`src/rtl/csa_pkg.sv`:
```
// Shared types and helpers for the carry-save accumulator slice.
package csa_pkg;

   typedef enum logic [1:0] {
      ACC     = 2'd0,
      RESOLVE = 2'd1,
      OUT     = 2'd2
   } csa_state_t;

   function automatic int calc_nchunk(input int acc_w, input int chunk_w);
      return acc_w / chunk_w;
   endfunction

endpackage

```
`src/rtl/csa_accumulator_if.sv`:
```
// Operand stream in, resolved total out; the accumulator is the slave side.
interface csa_accumulator_if #(
   parameter int WIDTH     = 16,
   parameter int ACC_WIDTH = 24,
   parameter int CNT_W     = 8
);
   logic                 in_valid;
   logic                 in_ready;
   logic [WIDTH-1:0]     in_data;
   logic                 in_last;
   logic                 out_valid;
   logic                 out_ready;
   logic [ACC_WIDTH-1:0] out_data;
   logic [CNT_W-1:0]     out_count;

   modport master (
      output in_valid, in_data, in_last, out_ready,
      input  in_ready, out_valid, out_data, out_count
   );

   modport slave (
      input  in_valid, in_data, in_last, out_ready,
      output in_ready, out_valid, out_data, out_count
   );
endinterface

```
`src/rtl/csa_row.sv`:
```
// Row of independent 3:2 full-adder cells; carry is returned unshifted.
module csa_row #(
   parameter int W = 24
) (
   input  logic [W-1:0] a,
   input  logic [W-1:0] b,
   input  logic [W-1:0] c,
   output logic [W-1:0] sum,
   output logic [W-1:0] carry
);

   for (genvar i = 0; i < W; i++) begin : g_cell
      assign sum[i]   = a[i] ^ b[i] ^ c[i];
      assign carry[i] = (a[i] & b[i]) | (a[i] & c[i]) | (b[i] & c[i]);
   end

endmodule

```
`src/rtl/csa_accumulator.sv`:
```
// Multi-operand accumulator: carry-save compression per operand, then a
// chunked carry-propagate add resolves the redundant pair on the last operand.
module csa_accumulator
   import csa_pkg::*;
#(
   parameter int WIDTH     = 16,
   parameter int ACC_WIDTH = 24,
   parameter int CPA_CHUNK = 8,
   parameter int CNT_W     = 8
) (
   input  logic               clk,
   input  logic               rst_n,
   csa_accumulator_if.slave   bus
);

   localparam int NCHUNK = calc_nchunk(ACC_WIDTH, CPA_CHUNK);
   localparam int K_W    = (NCHUNK > 1) ? $clog2(NCHUNK) : 1;
   localparam logic [K_W-1:0] K_LAST = K_W'(NCHUNK - 1);

   csa_state_t           state;
   logic [ACC_WIDTH-1:0] s_reg;
   logic [ACC_WIDTH-1:0] c_reg;
   logic [ACC_WIDTH-1:0] res;
   logic [CNT_W-1:0]     cnt;
   logic [K_W-1:0]       k;
   logic                 cin;

   logic [ACC_WIDTH-1:0] operand;
   logic [ACC_WIDTH-1:0] row_sum;
   logic [ACC_WIDTH-1:0] row_carry;
   logic [CPA_CHUNK:0]   chunk_sum;

   assign operand = ACC_WIDTH'(bus.in_data);

   csa_row #(.W(ACC_WIDTH)) u_row (
      .a     (s_reg),
      .b     (c_reg),
      .c     (operand),
      .sum   (row_sum),
      .carry (row_carry)
   );

   // One chunk of the final carry-propagate add; the top carry feeds the next chunk.
   assign chunk_sum = {1'b0, s_reg[k*CPA_CHUNK +: CPA_CHUNK]}
                    + {1'b0, c_reg[k*CPA_CHUNK +: CPA_CHUNK]}
                    + {{CPA_CHUNK{1'b0}}, cin};

   always_ff @(posedge clk or negedge rst_n) begin
      if (!rst_n) begin
         state <= ACC;
         s_reg <= '0;
         c_reg <= '0;
         res   <= '0;
         cnt   <= '0;
         k     <= '0;
         cin   <= 1'b0;
      end else begin
         case (state)
            ACC: begin
               if (bus.in_valid) begin
                  s_reg <= row_sum;
                  c_reg <= row_carry << 1;
                  if (cnt != {CNT_W{1'b1}}) cnt <= cnt + 1'b1;
                  if (bus.in_last) begin
                     state <= RESOLVE;
                     k     <= '0;
                     cin   <= 1'b0;
                  end
               end
            end
            RESOLVE: begin
               res[k*CPA_CHUNK +: CPA_CHUNK] <= chunk_sum[CPA_CHUNK-1:0];
               cin <= chunk_sum[CPA_CHUNK];
               if (k == K_LAST) begin
                  state <= OUT;
                  k     <= '0;
               end else begin
                  k <= k + 1'b1;
               end
            end
            OUT: begin
               if (bus.out_ready) begin
                  s_reg <= '0;
                  c_reg <= '0;
                  cnt   <= '0;
                  state <= ACC;
               end
            end
            default: state <= ACC;
         endcase
      end
   end

   // Handshake outputs decode from state only, keeping in_* and out_ready off the output paths.
   assign bus.in_ready  = (state == ACC);
   assign bus.out_valid = (state == OUT);
   assign bus.out_data  = res;
   assign bus.out_count = cnt;

endmodule

```
`src/flat_wrapper.sv`:
```
// flat-port wrapper written by rule: the top's interface ports become plain ports
module csa_accumulator_flat import csa_pkg::*;
#(
   parameter int WIDTH     = 16,
   parameter int ACC_WIDTH = 24,
   parameter int CPA_CHUNK = 8,
   parameter int CNT_W     = 8
)
  (clk, rst_n, bus_in_valid, bus_in_data, bus_in_last, bus_out_ready, bus_in_ready, bus_out_valid, bus_out_data, bus_out_count);
  csa_accumulator_if #(.WIDTH(WIDTH), .ACC_WIDTH(ACC_WIDTH), .CNT_W(CNT_W)) bus_i ();
  input  logic clk;
  input  logic rst_n;
  input wire logic [$bits(bus_i.in_valid)-1:0] bus_in_valid;
  input wire logic [$bits(bus_i.in_data)-1:0] bus_in_data;
  input wire logic [$bits(bus_i.in_last)-1:0] bus_in_last;
  input wire logic [$bits(bus_i.out_ready)-1:0] bus_out_ready;
  output wire logic [$bits(bus_i.in_ready)-1:0] bus_in_ready;
  output wire logic [$bits(bus_i.out_valid)-1:0] bus_out_valid;
  output wire logic [$bits(bus_i.out_data)-1:0] bus_out_data;
  output wire logic [$bits(bus_i.out_count)-1:0] bus_out_count;
  assign bus_i.in_valid = bus_in_valid;
  assign bus_i.in_data = bus_in_data;
  assign bus_i.in_last = bus_in_last;
  assign bus_i.out_ready = bus_out_ready;
  assign bus_in_ready = bus_i.in_ready;
  assign bus_out_valid = bus_i.out_valid;
  assign bus_out_data = bus_i.out_data;
  assign bus_out_count = bus_i.out_count;
  csa_accumulator #(.WIDTH(WIDTH), .ACC_WIDTH(ACC_WIDTH), .CPA_CHUNK(CPA_CHUNK), .CNT_W(CNT_W)) u_core (.clk(clk), .rst_n(rst_n), .bus(bus_i));
endmodule
```
`config.mk`:
```
export PLATFORM = sky130hd
export DESIGN_NAME = csa_accumulator_flat
export DESIGN_NICKNAME = d
export VERILOG_FILES = /design/src/rtl/csa_pkg.sv /design/src/rtl/csa_accumulator_if.sv /design/src/rtl/csa_row.sv /design/src/rtl/csa_accumulator.sv /design/src/flat_wrapper.sv
export SDC_FILE = /design/constraint.sdc
export NUM_CORES = 1
export LEC_CHECK = 0
export ABC_CLOCK_PERIOD_IN_PS = 2900
export BUFFER_PORTS_ARGS = -buffer_cell sky130_fd_sc_hd__buf_4
export CORE_ASPECT_RATIO = 1.25
export CORE_MARGIN = 8
export CORE_UTILIZATION = 52
export CTS_CLUSTER_SIZE = 8
export DETAILED_ROUTE_END_ITERATION = 16
export GPL_ROUTABILITY_DRIVEN = 1
export PLACE_DENSITY_LB_ADDON = 0.08
export SLEW_MARGIN = 30
export SYNTH_ARGS = -nofsm -noshare
export SYNTH_HDL_FRONTEND = slang
export SYNTH_SLANG_ARGS = --single-unit
export TNS_END_PERCENT = 5
```
`constraint.sdc`:
```
create_clock -name clk -period 2.9 [get_ports clk]
set_input_delay 0.58 -clock clk [delete_from_list [all_inputs] [get_ports clk]]
set_output_delay 0.58 -clock clk [all_outputs]
set_load 0.03 [all_outputs]
```
==> results by group, run 1 <==
Outcome
  – Status: finished, final reports clean

STA
  – RSZ-0062 raised after global routing: no
  – Final hold slack: 249 ps
  – Final Hold Vio Count: 0
  – Tmin final: 2580 ps
  – Worst-margin pin slew: roughly 760 ps
  – Final worst-path cycle share: about nine tenths
  – Final Max Slew Viols: 0
  – Clock skew after layout: around 10 ps
  – FMAX: a little under 400 MHz
  – Relative slew margins: approximately half
  – Finish-stage setup viols: 0
  – Fin Setup TNS: 0 ps

Finish
  – Fin util: a little over three fifths
  – Share of cells above drive strength 1: between 10% and 20%
  – Area grow syn2layout: 18.0%
  – Filler instances: approximately 700
  – Finished Cell Area: 0.00511 mm²
  – Fin cells: around 540
  – Diodes inserted: 0
  – Nets: 491

Run
  – Max-cap violations: 0

Setup path
  – CP required: between 3000 and 4000 ps
  – R2R Path Start: u_core.k[1]
  – Setup crit start: u_core.k[1]
  – Crit path kind: flip-flop to flip-flop
  – WP data arrival: 2820 ps
  – CP max FO: 10
  – Critical Path Start Type: flip-flop
  – Crit end category: flip-flop

Global route
  – Largest net degree at the start of global routing: 85
  – First-pass GRT wire length: 16,900 µm
  – Antenna violations before repair: 0
  – Global route overflow: 0
  – Tot GR Track Use: 17.9%
  – Vias in the first global route: roughly 3,300

Routing
  – Pre-antenna DRT Iters: 4
  – Post-route ant nets: 0
  – Routed WL: around 10000 µm
  – Drt wl/cell: about 19 µm
  – Via count of the routed design: 3,231
  – Vias per cell: roughly 6.0
  – DR iter-0 viols: approximately 170
  – Drt drc: 0

Yosys
  – Mapped cell area: between 0.004 and 0.005 mm²
  – Syn_nets: 437
  – Yosys top cell area share: around 49%
  – EDFF count, synth: 0
  – Cells after Synth: ~380
  – Synth cell count leaders: dfrtp_1 (84), a22o_1 (55), nand2_1 (43)
  – Netlist cell types: 45
  – Yosys top cell by area: dfrtp_1
  – Count leader, synth: dfrtp_1
  – Main area contributors after synthesis: dfrtp_1 (49%), a22o_1 (11%), fa_1 (7.9%)
  – Synthesis-stage register bit count: 84
  – Main synth FF type: dfrtp_1
  – Sequential-to-total area share from yosys stat: around 49%
  – FFs w/ async S/R, synth: between 90% and 100%
  – Mapped Avg Cell Area: around 11 µm²
  – Ys Warns: 0

Clock tree
  – Clk sink count: between 80 and 90
  – Post-CTS Setup Repair Bufs: 0
  – CTS buffer count: 9
  – CTS tree: done
  – Clock transition at the registers of the reported paths: 90 ps
  – Clk root buf: clkbuf_8
  – Max Root-Sink Buffers: 2
  – CTS H-tree depth: 3
  – Skew-Pair Late Insertion Delay: between 300 and 400 ps
  – Cts repair resizes: 0
  – Hold Buf Count CTS: 0

Floorplanning
  – Die height: ~120 µm
  – Starting Density: between 50% and 60%
  – Std-Cell Rows: 37
  – Core box area: between 0.008 and 0.009 mm²
  – Die X: about 98 µm
  – Die Footprint: between 0.01 and 0.015 mm²
  – I/O Pins: 55

Placed design
  – Routability cong.: 0.844
  – Dpl cells: between 500 and 600
  – Final HPWL DP: between 7000 and 8000 µm
  – Buffers on Ports: 54
  – Placed Area: between 0.004 and 0.005 mm²

Power
  – Pwr per Cell Area: ~1200 mW/mm²
  – LEAKAGE: between 0.002 and 0.0025 µW
  – Peak supply drop: around 0.76 mV

Min path
  – Worst hold path class: primary input to async pin
-- cells in the final DEF (no fill, tap or decap), types with 3 or more instances in the layout --
cell	n
bufinv_16	3
nor2_1	8
nand2b_1	3
a22o_1	55
nand3_1	3
ha_1	20
o31ai_1	12
dfrtp_1	84
o21ai_1	21
mux2i_1	15
clkbuf_8	10
o21ai_0	8
or3_1	3
a21o_1	3
fa_1	17
nand4_1	4
nor3_1	5
nand2_1	43
inv_1	11
buf_4	61
a21oi_1	11
-- worst max-delay path, cell delays in order, from the launching register on --
cell and delay [ps]:
dfrtp_1 420, buf_4 240, mux2i_1 240, o21ai_1 130
ha_1 310, nor2b_1 150, o31ai_1 420, nor3b_1 430
o31ai_1 120
-- power breakdown --
part           internal [µW]  switching, µW
clock                    596            436
sequential              1590            433
combinational           1230           1770
-- worst paths after layout --
path                                            to  slack, ps  cells after the start
setup / recovery           u_core.bus.out_data[21]        320                      8
hold / removal             u_core.bus.out_count[6]        250                      1
setup reg to reg           u_core.bus.out_data[21]        320                      8
hold reg to reg            u_core.bus.out_data[11]        490                      2
max in group asynchronous   u_core.bus.out_data[2]       2120                      1
min in group clk                   u_core.state[1]        430                      2
-- routing by layer --
metal	vias up	wire length [µm]	global-route usage, %
li1	1514	-	-
met1	1630	4430	22.1
met2	68	4750	28.3
met3	19	465	4.64
met4	0	324	8.83
met5	-	0	0
-- logic make-up (layout without fill, tap and decap cells) --
kind of cell             count (synthesis)  in the layout  synth area share (%)
AO/OA/AOI/OAI                          125            125                  21.3
XOR/XNOR                                 4              4                 0.809
adder cells (fa/ha/maj)                 37             37                  13.6
buffers and inverters                   31             90                  3.06
flip-flops                              84             84                  48.5
multiplexers                            16             16                  3.72
AND/OR/NAND/NOR                         82             82                  8.95
-- through the flow --
step / setup WS, ps / power (µW)
after floorplan: 190 / 4050
after global placement: 435 / 4960
after detailed placement: 342 / 5050
after CTS: 325 / 6090
after global routing: 32.6 / 6500
final: 317 / 6060
-- cell type report --
type / count / area, µm² / area share, %
Multi-Input combinational cell: 264 / 2110 / 41.3
Inverter: 11 / 41.3 / 0.807
Sequential cell: 84 / 2100 / 41.1
Timing Repair Buffer: 63 / 489 / 9.56
Clock inverter: 6 / 111 / 2.18
Clock buffer: 10 / 138 / 2.69
Tap cell: 97 / 121 / 2.37
No activity file was read; power rests on OpenSTA's default activity.
==> run 2, diff against run 1 <==
==> constraint.sdc (replaced) <==
create_clock -name clk -period 2.9 [get_ports clk]
set_input_delay 0.435 -clock clk [delete_from_list [all_inputs] [get_ports clk]]
set_output_delay 0.435 -clock clk [all_outputs]
set_load 0.03 [all_outputs]
==> results by group, run 2 (same netlist as run 1, synthesis figures left out) <==
Outcome
  – Status: finished, final reports clean

Power
  – Peak supply drop: about 0.6 mV
  – Pwr per Cell Area: roughly 1200 mW/mm²
  – Sequential Power Share: roughly 35%
  – Clk pwr share: between 10% and 20%
  – Internal cell power: approximately 3300 µW
  – Logic pwr share: between 50 and 60%
  – LEAKAGE: 0.00245 µW
  – Switching pwr: 2620 µW
  – Sw Ratio: roughly 45%

Setup path
  – Crit-path cells: buf_4, mux2i_1, o21ai_1, ha_1, o211a_1, o31ai_1, a221oi_1, o31ai_1
  – CP required: 3110 ps
  – R2R Path Start: u_core.k[1]
  – Setup crit start: u_core.k[1]
  – Crit end category: flip-flop
  – Critical Path Start Type: flip-flop
  – WP buf/inv: 1
  – WP data arrival: between 2000 and 3000 ps
  – CP most frequent cell: o31ai_1
  – Crit path kind: flip-flop to flip-flop
  – CP max FO: 10
  – Delay-heaviest family, CP: compound AO/OA/AOI/OAI gates
  – Largest stage delay, worst path: 520 ps
  – Flop2flop setup slack: approximately 310 ps
  – CP max stage cell: a221oi_1

STA
  – Final Max Slew Viols: 0
  – Tmin final: around 2600 ps
  – Final worst-path cycle share: 89.2%
  – Clock skew after layout: between 10 and 15 ps
  – Worst-margin pin slew: between 700 and 800 ps
  – Relative slew margins: ~50%
  – FMAX: 387 MHz
  – Final Hold Vio Count: 0
  – RSZ-0062 raised after global routing: no
  – Fin Setup TNS: 0 ps
  – Finish-stage setup viols: 0
  – Final hold slack: 128 ps

Clock tree
  – Clk root buf: clkbuf_8
  – Clock transition at the registers of the reported paths: about 80 ps
  – Post-CTS Setup Repair Bufs: 0
  – CTS H-tree depth: 3
  – Clk sink count: between 80 and 90
  – Max Root-Sink Buffers: 2
  – CTS buffer count: 9
  – Skew-Pair Late Insertion Delay: roughly 350 ps
  – CTS tree: done
  – Hold Buf Count CTS: 0
  – Cts repair resizes: 0

Routing
  – DR iter-0 viols: roughly 160
  – Drt wl/cell: 18.4 µm
  – Post-route ant nets: 0
  – Drt drc: 0
  – Via count of the routed design: roughly 3,200
  – Vias per cell: around 6.0
  – Pre-antenna DRT Iters: 4
  – Routed WL: a little under 10,000 µm

Global route
  – First-pass GRT wire length: approximately 17,000 µm
  – Tot GR Track Use: between 10% and 20%
  – Largest net degree at the start of global routing: 85
  – Global route overflow: 0
  – Antenna violations before repair: 0
  – Vias in the first global route: 3,314

Floorplanning
  – Die Footprint: 0.0115 mm²
  – Die height: roughly 120 µm
  – Std-Cell Rows: 37
  – Starting Density: a little over half
  – I/O Pins: 55
  – Die X: approximately 98 µm
  – Core box area: slightly above 0.008 mm²

Finish
  – Finished Cell Area: between 0.005 and 0.006 mm²
  – Commonest non-fill, non-tap cell in the layout: dfrtp_1
  – Area grow syn2layout: 16.7%
  – Share of cells above drive strength 1: approximately 18%
  – Commonest non-fill, non-tap cells in the layout: dfrtp_1 (84), buf_4 (61), a22o_1 (55)
  – Nets: just under 500
  – Diodes inserted: 0

Placed design
  – Final HPWL DP: 7130 µm
  – Placed Area: between 0.004 and 0.005 mm²
  – Buffers on Ports: 54
  – Routability cong.: about 0.83

Min path
  – Worst hold path class: primary input to async pin

Run
  – Max-cap violations: 0
[run 2: final timing paths]
check                                                to  cells after the start
worst max-delay path            u_core.bus.out_data[23]                      8
worst min-delay path            u_core.bus.out_count[5]                      1
worst max register to register  u_core.bus.out_data[23]                      8
worst min register to register  u_core.bus.out_data[18]                      2
max in group asynchronous              u_core.s_reg[10]                      1
min in group clk                        u_core.state[1]                      2
[run 2: worst register-to-register path: cells and delay by family, from the launching register on]
family / cells / cell delay [ps]
adders and majority gates: 1 / 400
muxes: 1 / 300
buffers and inverters: 1 / 240
AOI/OAI and AO/OA: 5 / 1080
DFF: 1 / 440
[run 2: layout make-up]
cell class	instances	area, µm²
Clock buffer	11	151
Clock inverter	5	60.1
Fill cell	671	3090
Inverter	11	41.3
Multi-Input combinational cell	264	2110
Sequential cell	84	2100
Tap cell	97	121
Timing Repair Buffer	62	469
[run 2: power by group through the flow]
stage	Sequential [µW]	Clock [µW]	Combinational (µW)
after floorplan	2220	0	1830
after global placement	2040	0	2900
after detailed placement	2040	0	2990
after CTS	2020	886	3000
after global routing	2090	946	3310
final	2020	868	2980
[run 2: layer usage]
layer,up-vias,wire [µm],GRT usage (%)
li1,1509,-,-
met2,76,4750,27.8
met1,1595,4470,23.4
met3,14,409,4.35
met4,0,210,7.03
met5,-,0,0
[run 2: through the flow]
step	setup slack [ps]	power (µW)	util (%)	std cells
detailed placement	342	5030	59.5	518
global route	60.7	6340	62.1	534
finish	314	5870	62.1	534
global placement	438	4940	59.4	518
floorplan	190	4050	-	379
CTS	297	5910	62.1	534
